===== src/rtl/pulse_receiver.sv =====
// -----------------------------------------------------------------------------
// pulse_receiver
//
// Deserialises an MSB-first pulse stream into WIDTH-bit frames. A frame begins
// on the cycle that frame_start is high (that cycle carries the MSB) and spans
// WIDTH consecutive cycles. The completed word is delivered one edge after the
// last bit is sampled, so data_valid is high during the cycle after edge
// N+WIDTH when frame_start was sampled at edge N.
//
// Optional feature: macro PULSE_RX_ONES_COUNT_EN enables a running popcount
// that is delivered on ones_count together with data_out. With the macro
// undefined the counter logic is absent and ones_count is tied to zero.
//
// Parameters
//   WIDTH        frame length in bits (2..31, ones_count is 5 bits wide)
//
// Ports
//   clock        single clock, all state updates on the rising edge
//   reset        synchronous, active-high reset; wins over frame_start
//   serial_in    serial pulse stream, sampled on every rising edge
//   frame_start  high on the cycle carrying the first (MSB) bit of a frame
//   data_out     last completed frame; changes only when data_valid rises
//   data_valid   one-cycle strobe marking a data_out update
//   busy         high while a frame is being received
//   ones_count   number of 1 bits in the last completed frame
// -----------------------------------------------------------------------------
module pulse_receiver #(
    parameter int WIDTH = 16
) (
    input  logic             clock,
    input  logic             reset,
    input  logic             serial_in,
    input  logic             frame_start,
    output logic [WIDTH-1:0] data_out,
    output logic             data_valid,
    output logic             busy,
    output logic [4:0]       ones_count
);

    localparam int CNT_W   = (WIDTH > 2) ? $clog2(WIDTH) : 1;
    localparam int SHIFT_W = WIDTH - 1;
    localparam logic [CNT_W-1:0] CNT_START = CNT_W'(WIDTH - 2);

    typedef enum logic {
        IDLE    = 1'b0,
        RECEIVE = 1'b1
    } state_t;

    state_t             state_q, state_d;
    logic [CNT_W-1:0]   bit_cnt_q, bit_cnt_d;
    // Holds the WIDTH-1 bits received so far; the final bit is taken straight
    // from serial_in when the word is completed, so no MSB slot is wasted.
    logic [SHIFT_W-1:0] shift_q, shift_d;
    // Completed word parked for one cycle until it is delivered; this keeps a
    // new frame starting on the delivery edge from disturbing it.
    logic [WIDTH-1:0]   word_q, word_d;
    logic               pending_q, pending_d;
    logic [WIDTH-1:0]   data_out_q, data_out_d;
    logic               data_valid_q, data_valid_d;

    logic               start_frame;
    logic               frame_done;
    logic [WIDTH-1:0]   next_word;

`ifdef PULSE_RX_ONES_COUNT_EN
    logic [4:0]         ones_run_q, ones_run_d;
    logic [4:0]         ones_word_q, ones_word_d;
    logic [4:0]         ones_count_q, ones_count_d;
`endif

    // A frame_start in either state (re)starts reception; in RECEIVE this
    // aborts the partial frame, which therefore never reaches frame_done.
    assign start_frame = frame_start;
    assign frame_done  = (state_q == RECEIVE) && !frame_start && (bit_cnt_q == '0);
    assign next_word   = {shift_q, serial_in};

    // NOTE: every signal assigned here gets a default first so no path can
    // leave it unassigned and infer a latch.
    always_comb begin
        state_d      = state_q;
        bit_cnt_d    = bit_cnt_q;
        shift_d      = shift_q;
        word_d       = word_q;
        pending_d    = frame_done;
        data_valid_d = pending_q;
        data_out_d   = data_out_q;

        if (frame_done) begin
            word_d = next_word;
        end

        // Delivery happens one edge after the last bit, independent of
        // whatever the receive FSM is doing on that edge.
        if (pending_q) begin
            data_out_d = word_q;
        end

        unique case (state_q)
            IDLE: begin
                if (start_frame) begin
                    state_d   = RECEIVE;
                    shift_d   = SHIFT_W'(serial_in);
                    bit_cnt_d = CNT_START;
                end
            end
            RECEIVE: begin
                if (start_frame) begin
                    shift_d   = SHIFT_W'(serial_in);
                    bit_cnt_d = CNT_START;
                end else if (bit_cnt_q == '0) begin
                    state_d = IDLE;
                end else begin
                    shift_d   = next_word[SHIFT_W-1:0];
                    bit_cnt_d = bit_cnt_q - 1'b1;
                end
            end
            default: begin
                state_d = IDLE;
            end
        endcase
    end

`ifdef PULSE_RX_ONES_COUNT_EN
    // Running popcount follows the same start/restart rules as the shifter.
    always_comb begin
        ones_run_d   = ones_run_q;
        ones_word_d  = ones_word_q;
        ones_count_d = ones_count_q;

        if (start_frame) begin
            ones_run_d = {4'b0, serial_in};
        end else if (state_q == RECEIVE) begin
            ones_run_d = ones_run_q + {4'b0, serial_in};
        end

        if (frame_done) begin
            ones_word_d = ones_run_q + {4'b0, serial_in};
        end

        if (pending_q) begin
            ones_count_d = ones_word_q;
        end
    end
`endif

    // NOTE: sequential state uses non-blocking assignments so every flop
    // samples the pre-edge values regardless of statement order.
    always_ff @(posedge clock) begin
        if (reset) begin
            state_q      <= IDLE;
            bit_cnt_q    <= '0;
            shift_q      <= '0;
            word_q       <= '0;
            pending_q    <= 1'b0;
            data_out_q   <= '0;
            data_valid_q <= 1'b0;
`ifdef PULSE_RX_ONES_COUNT_EN
            ones_run_q   <= '0;
            ones_word_q  <= '0;
            ones_count_q <= '0;
`endif
        end else begin
            state_q      <= state_d;
            bit_cnt_q    <= bit_cnt_d;
            shift_q      <= shift_d;
            word_q       <= word_d;
            pending_q    <= pending_d;
            data_out_q   <= data_out_d;
            data_valid_q <= data_valid_d;
`ifdef PULSE_RX_ONES_COUNT_EN
            ones_run_q   <= ones_run_d;
            ones_word_q  <= ones_word_d;
            ones_count_q <= ones_count_d;
`endif
        end
    end

    assign data_out   = data_out_q;
    assign data_valid = data_valid_q;
    assign busy       = (state_q == RECEIVE);

`ifdef PULSE_RX_ONES_COUNT_EN
    assign ones_count = ones_count_q;
`else
    assign ones_count = 5'd0;
`endif

endmodule


===== config.mk =====
export PLATFORM = sky130hd
export DESIGN_NAME = pulse_receiver
export DESIGN_NICKNAME = d
export VERILOG_FILES = /design/src/rtl/pulse_receiver.sv
export SDC_FILE = /design/constraint.sdc
export NUM_CORES = 1
export LEC_CHECK = 0
export CAP_MARGIN = 40
export CORE_MARGIN = 10
export CORE_UTILIZATION = 55
export CTS_CLUSTER_SIZE = 40
export DETAILED_ROUTE_END_ITERATION = 8
export DONT_BUFFER_PORTS = 1
export PLACE_DENSITY_LB_ADDON = 0.15
export SLEW_MARGIN = 40
export SYNTH_ARGS = -nofsm -noshare
export SYNTH_HDL_FRONTEND = slang
export SYNTH_SLANG_ARGS = --single-unit

===== constraint.sdc =====
create_clock -name clock -period 4.53 [get_ports clock]
set_input_delay 1.1325 -clock clock [delete_from_list [all_inputs] [get_ports clock]]
set_output_delay 1.1325 -clock clock [all_outputs]
set_load 0.03 [all_outputs]

Word-level counts from Yosys, hierarchy flattened
Cells that the tools add are included.
Storage, ports and cells
  bits in registers: 54
  bits in latches: 0
  bits in writable memories: 0
  memory bits (read-only): 0
  input port bits: 4
  output and inout port bits: 23
  logic and storage cells: 28
  memories kept: 0
Cells by class
  add/subtract/negate cells: 1
  $mul: 0
  div/mod/pow operators: 0
  magnitude comparators: 0
  eq/ne operators: 2
  shifts and indexed selects: 0
  muxes and demuxes: 12
  bitwise gates (word level): 1
  reductions and logical operators: 5
Operators with widths (count)
  $mux 15: 3
  $pmux 15 s2: 1
  $mux 4: 3
  $pmux 4 s2: 1
  $logic_not 4->1: 1
  $sub 4x1->4 const B: 1
  $mux 1: 3
  $ne 3x3->1 const B: 1
  $logic_and 1x1->1: 2
  $ne 2x2->1 const B: 1
  $pmux 1 s2: 1
  $reduce_and 2->1: 1
  $logic_not 1->1: 1
  $not 1->1: 1

Logic depth before layout (Yosys ltp)
  depth in word-level cells: 4
  mapped depth: 8

Worst setup path after synthesis
Ideal clock, no wire load.
  path type: in2reg
  from: input port frame_start
  to: register word_q[6]
  setup time: 0.071 ns
  data arrival time: 1.973 ns
  slack: 2.486 ns
  stages on the path: 5
  path buffers: 2
  path through: nor2b_1 > clkbuf_1 > clkbuf_1 > nand3_1 > a21oi_1
On the way
  cells in the longest elaborated chain, start to end: 3
RTL lines
  from (decl): RTL line 33  | input logic frame_start,
  $logic_not 1->1: RTL line 74  | assign frame_done = (state_q == RECEIVE) && !frame_start && (bit_cnt_q == '0);
  $logic_and 1x1->1 (2 in series): RTL line 74
  to (signal assigned): RTL line 166  | word_q <= word_d;
  to (decl): RTL line 56  | logic [WIDTH-1:0] word_q, word_d;
No other way between the ends.
A chain may end at the register's enable or synchronous reset.

Worst setup path in the final report
  from: register state_q, in the netlist busy
  to: output port busy
RTL lines
  from (decl): RTL line 49  | state_t state_q, state_d;
  from (signal assigned): RTL line 163  | state_q <= state_d;
  to (decl): RTL line 36  | output logic busy,
No word-level cell between the ends.

==> metrics <==
Die ar.=6590 um2; ANT nets after route=0; Hold Fails Final Rpt=0; fin crit share=45.1%; final setup fails=0; H-tree depth=2; post_cts resized=0; CTS buffer count=5; largest family of logic cells by synthesized area=simple AND/OR/NAND/NOR gates; placed cell areas=2010 um2; post-synthesis adder-cell area fraction=1.22%; worst clock skew=0.00491 ns; Final Power=0.845 mW; Max Slew Vio Count=0; post-route minimum period=2.04 ns; critical path startpoint=busy$_SDFF_PP0_; Max clock buf depth=2; residual DRC count=0; outcome=completed; Port Buffers=0; Synth Warn #=0; fin util=58.5%; final worst setup slack=2.49 ns; worst min path class=flop to flop; Arr. time, crit path=0.91 ns; PwrDens=397 nW/um2; crit start category=flop; Place WS=2.27 ns; crit-path max FO=6; Final GP Congestion=0.729; antenna violations before repair=0; min-delay src=shift_q[7]$_SDFFE_PP0P_; Avg Synthesized Cell Area=9.57 um2; reg2reg setup slack=2.55 ns; CTS sink cnt=54; sequential fraction of the synthesis area=52.6%; Initial Utilization=56.6%; via/cell ratio=5.58; post-synthesis register bit count=54; Static Leak=0.695 nW; XOR/XNOR Fraction of Synth Area=0%; Slew headroom=60.0%; GRT overflow=0; Ports=27; Synth Area in Simple Gates=15.3%; die width=81.2 um; largest net degree at the start of global routing=57; reg2reg path depth=5; Post-CTS Setup Bufs=0; gr usage total=12.0%; setup TNS=0 ns; post-synthesis mux area share=8.76%; Post-Synthesis Cells=215; Worst Setup End Kind=primary output; maximum VDD drop=0.000172 V; worst-case hold path end point=word_q[8]$_SDFFE_PP0P_; FF-to-FF End=shift_q[14]$_SDFFE_PP0P_; worst hold path cell count=2; clock insertion delay at the later pin of the skew report=0.30 ns; fraction of layout cells with a size suffix above 1=5.34%; cell area after synthesis=2060 um2; maxcap violations=0; Crit Path Class=flop to primary output; initial DRC count=133; hold_buf cts=0; slew at the pin with the worst max-slew slack=0.599 ns; Avg WL per Cell=15.3 um; Pre-antenna DRT Iters=4; core area=3630 um2; NumNets Final=211; die height=81.2 um; first-pass GRT wire length=6290 um; Hold Worst Slack=0.467 ns; vias in the first global route=1,289; DP HPWL=2710 um; Clk pin slew, worst setup/hold paths=0.09 ns; Layout Cells excl Fill=254; clk root buf=clkbuf_8; via count=1,418; Crit path required time=3.40 ns; RSZ-0062 raised after global routing=no; Post-Layout Inst Area=2130 um2; Unique masters post-synth=29; Post-Place Cells=246; area delta synth->final=3.41%; Antenna Cells=0; CTS tree=built; post-synthesis compound-gate area fraction=14.7%; # rows=22; DRT Wirelength=3890 um; fmax=490 MHz; Reg2Reg Launch Point=bit_cnt_q[0]$_SDFFE_PP0P_
-- layout make-up --
type,instances,area [um2]
inverter,5,18.8
tap,48,60.1
clock inverter,2,37.5
timing repair buffer,1,7.51
multi-input combinational,138,848
sequential,54,1080
fill,324,1510
clock buffer,6,72.6
-- cells in the mapped netlist (all sizes together) --
cell | n | area (um2)
or4 | 1 | 7.51
o32ai | 1 | 8.76
clkbuf | 12 | 45.0
nor4b | 1 | 8.76
nand3 | 16 | 80.1
nor3b | 1 | 12.5
nand2b | 16 | 100
ha | 2 | 25.0
o22ai | 13 | 81.3
or3b | 1 | 11.3
a31oi | 1 | 6.26
o21a | 1 | 7.51
nor3 | 1 | 5.00
o31ai | 1 | 7.51
a21o | 1 | 7.51
conb | 1 | 3.75
inv | 5 | 18.8
dfxtp | 54 | 1080
o21ai | 16 | 80.1
mux2i | 18 | 180
nor2 | 17 | 63.8
buf | 10 | 85.1
a21oi | 19 | 95.1
nor2b | 3 | 18.8
nand2 | 2 | 7.51
a211o | 1 | 8.76
-- sequential cells by signal (all words and copies together), names as in the netlist --
signal,cells
data_out,16
data_valid,1
word_q,16
bit_cnt_q,4
data_valid_d,1
shift_q,15
busy,1
-- kinds of logic (layout without fill, tap and decap cells) --
kind of cell | after synthesis | count (layout)
buffers and inverters | 27 | 14
AO/OA/AOI/OAI | 54 | 54
adder cells (fa/ha/maj) | 2 | 2
flip-flops | 54 | 54
other | 1 | 5
multiplexers | 18 | 18
AND/OR/NAND/NOR | 59 | 59
-- how the worst max path moves through the flow --
stage,to,slack (ns),depth (start not counted)
2_1_floorplan,word_q[6]$_SDFFE_PP0P_,2.49,5
3_3_place_gp,bit_cnt_q[0]$_SDFFE_PP0P_,2.35,3
3_5_place_dp,bit_cnt_q[0]$_SDFFE_PP0P_,2.27,3
4_1_cts,busy,2.48,0
5_1_grt,shift_q[14]$_SDFFE_PP0P_,2.41,5
6_report,busy,2.49,0
-- power breakdown --
group	switching (mW)	internal [mW]	total (mW)
combinational	0.0313	0.0155	0.0467
sequential	0.00827	0.479	0.487
clock	0.146	0.165	0.311
total	0.185	0.659	0.845
-- metal layers --
| metal | share of wire, % | track usage, % |
|---|---|---|
| met4 | 0.93 | 5.19 |
| met1 | 49 | 15.7 |
| met3 | 7.5 | 4.64 |
| met2 | 43 | 17.3 |
| met5 | 0 | 0 |
-- placed cells by master (no fill, tap or decap), types with 2 or more instances in the layout --
| master | n |
|---|---|
| a21oi_1 | 19 |
| clkbuf_8 | 5 |
| conb_1 | 5 |
| dfxtp_1 | 53 |
| ha_1 | 2 |
| inv_1 | 5 |
| mux2i_1 | 18 |
| nand2_1 | 2 |
| nand2b_1 | 16 |
| nand3_1 | 16 |
| nor2_1 | 17 |
| nor2b_1 | 3 |
| o21ai_0 | 16 |
| o22ai_1 | 13 |
-- worst register-to-register path: cells and delay by family (launching register included) --
kind	cells	cell delay, ns
AOI/OAI and AO/OA	2	0.72
DFF	1	0.34
adders and majority gates	1	0.22
buffers and inverters	1	0.10
and+or+nand+nor	1	0.51
Power figures use the tool's default switching activity.
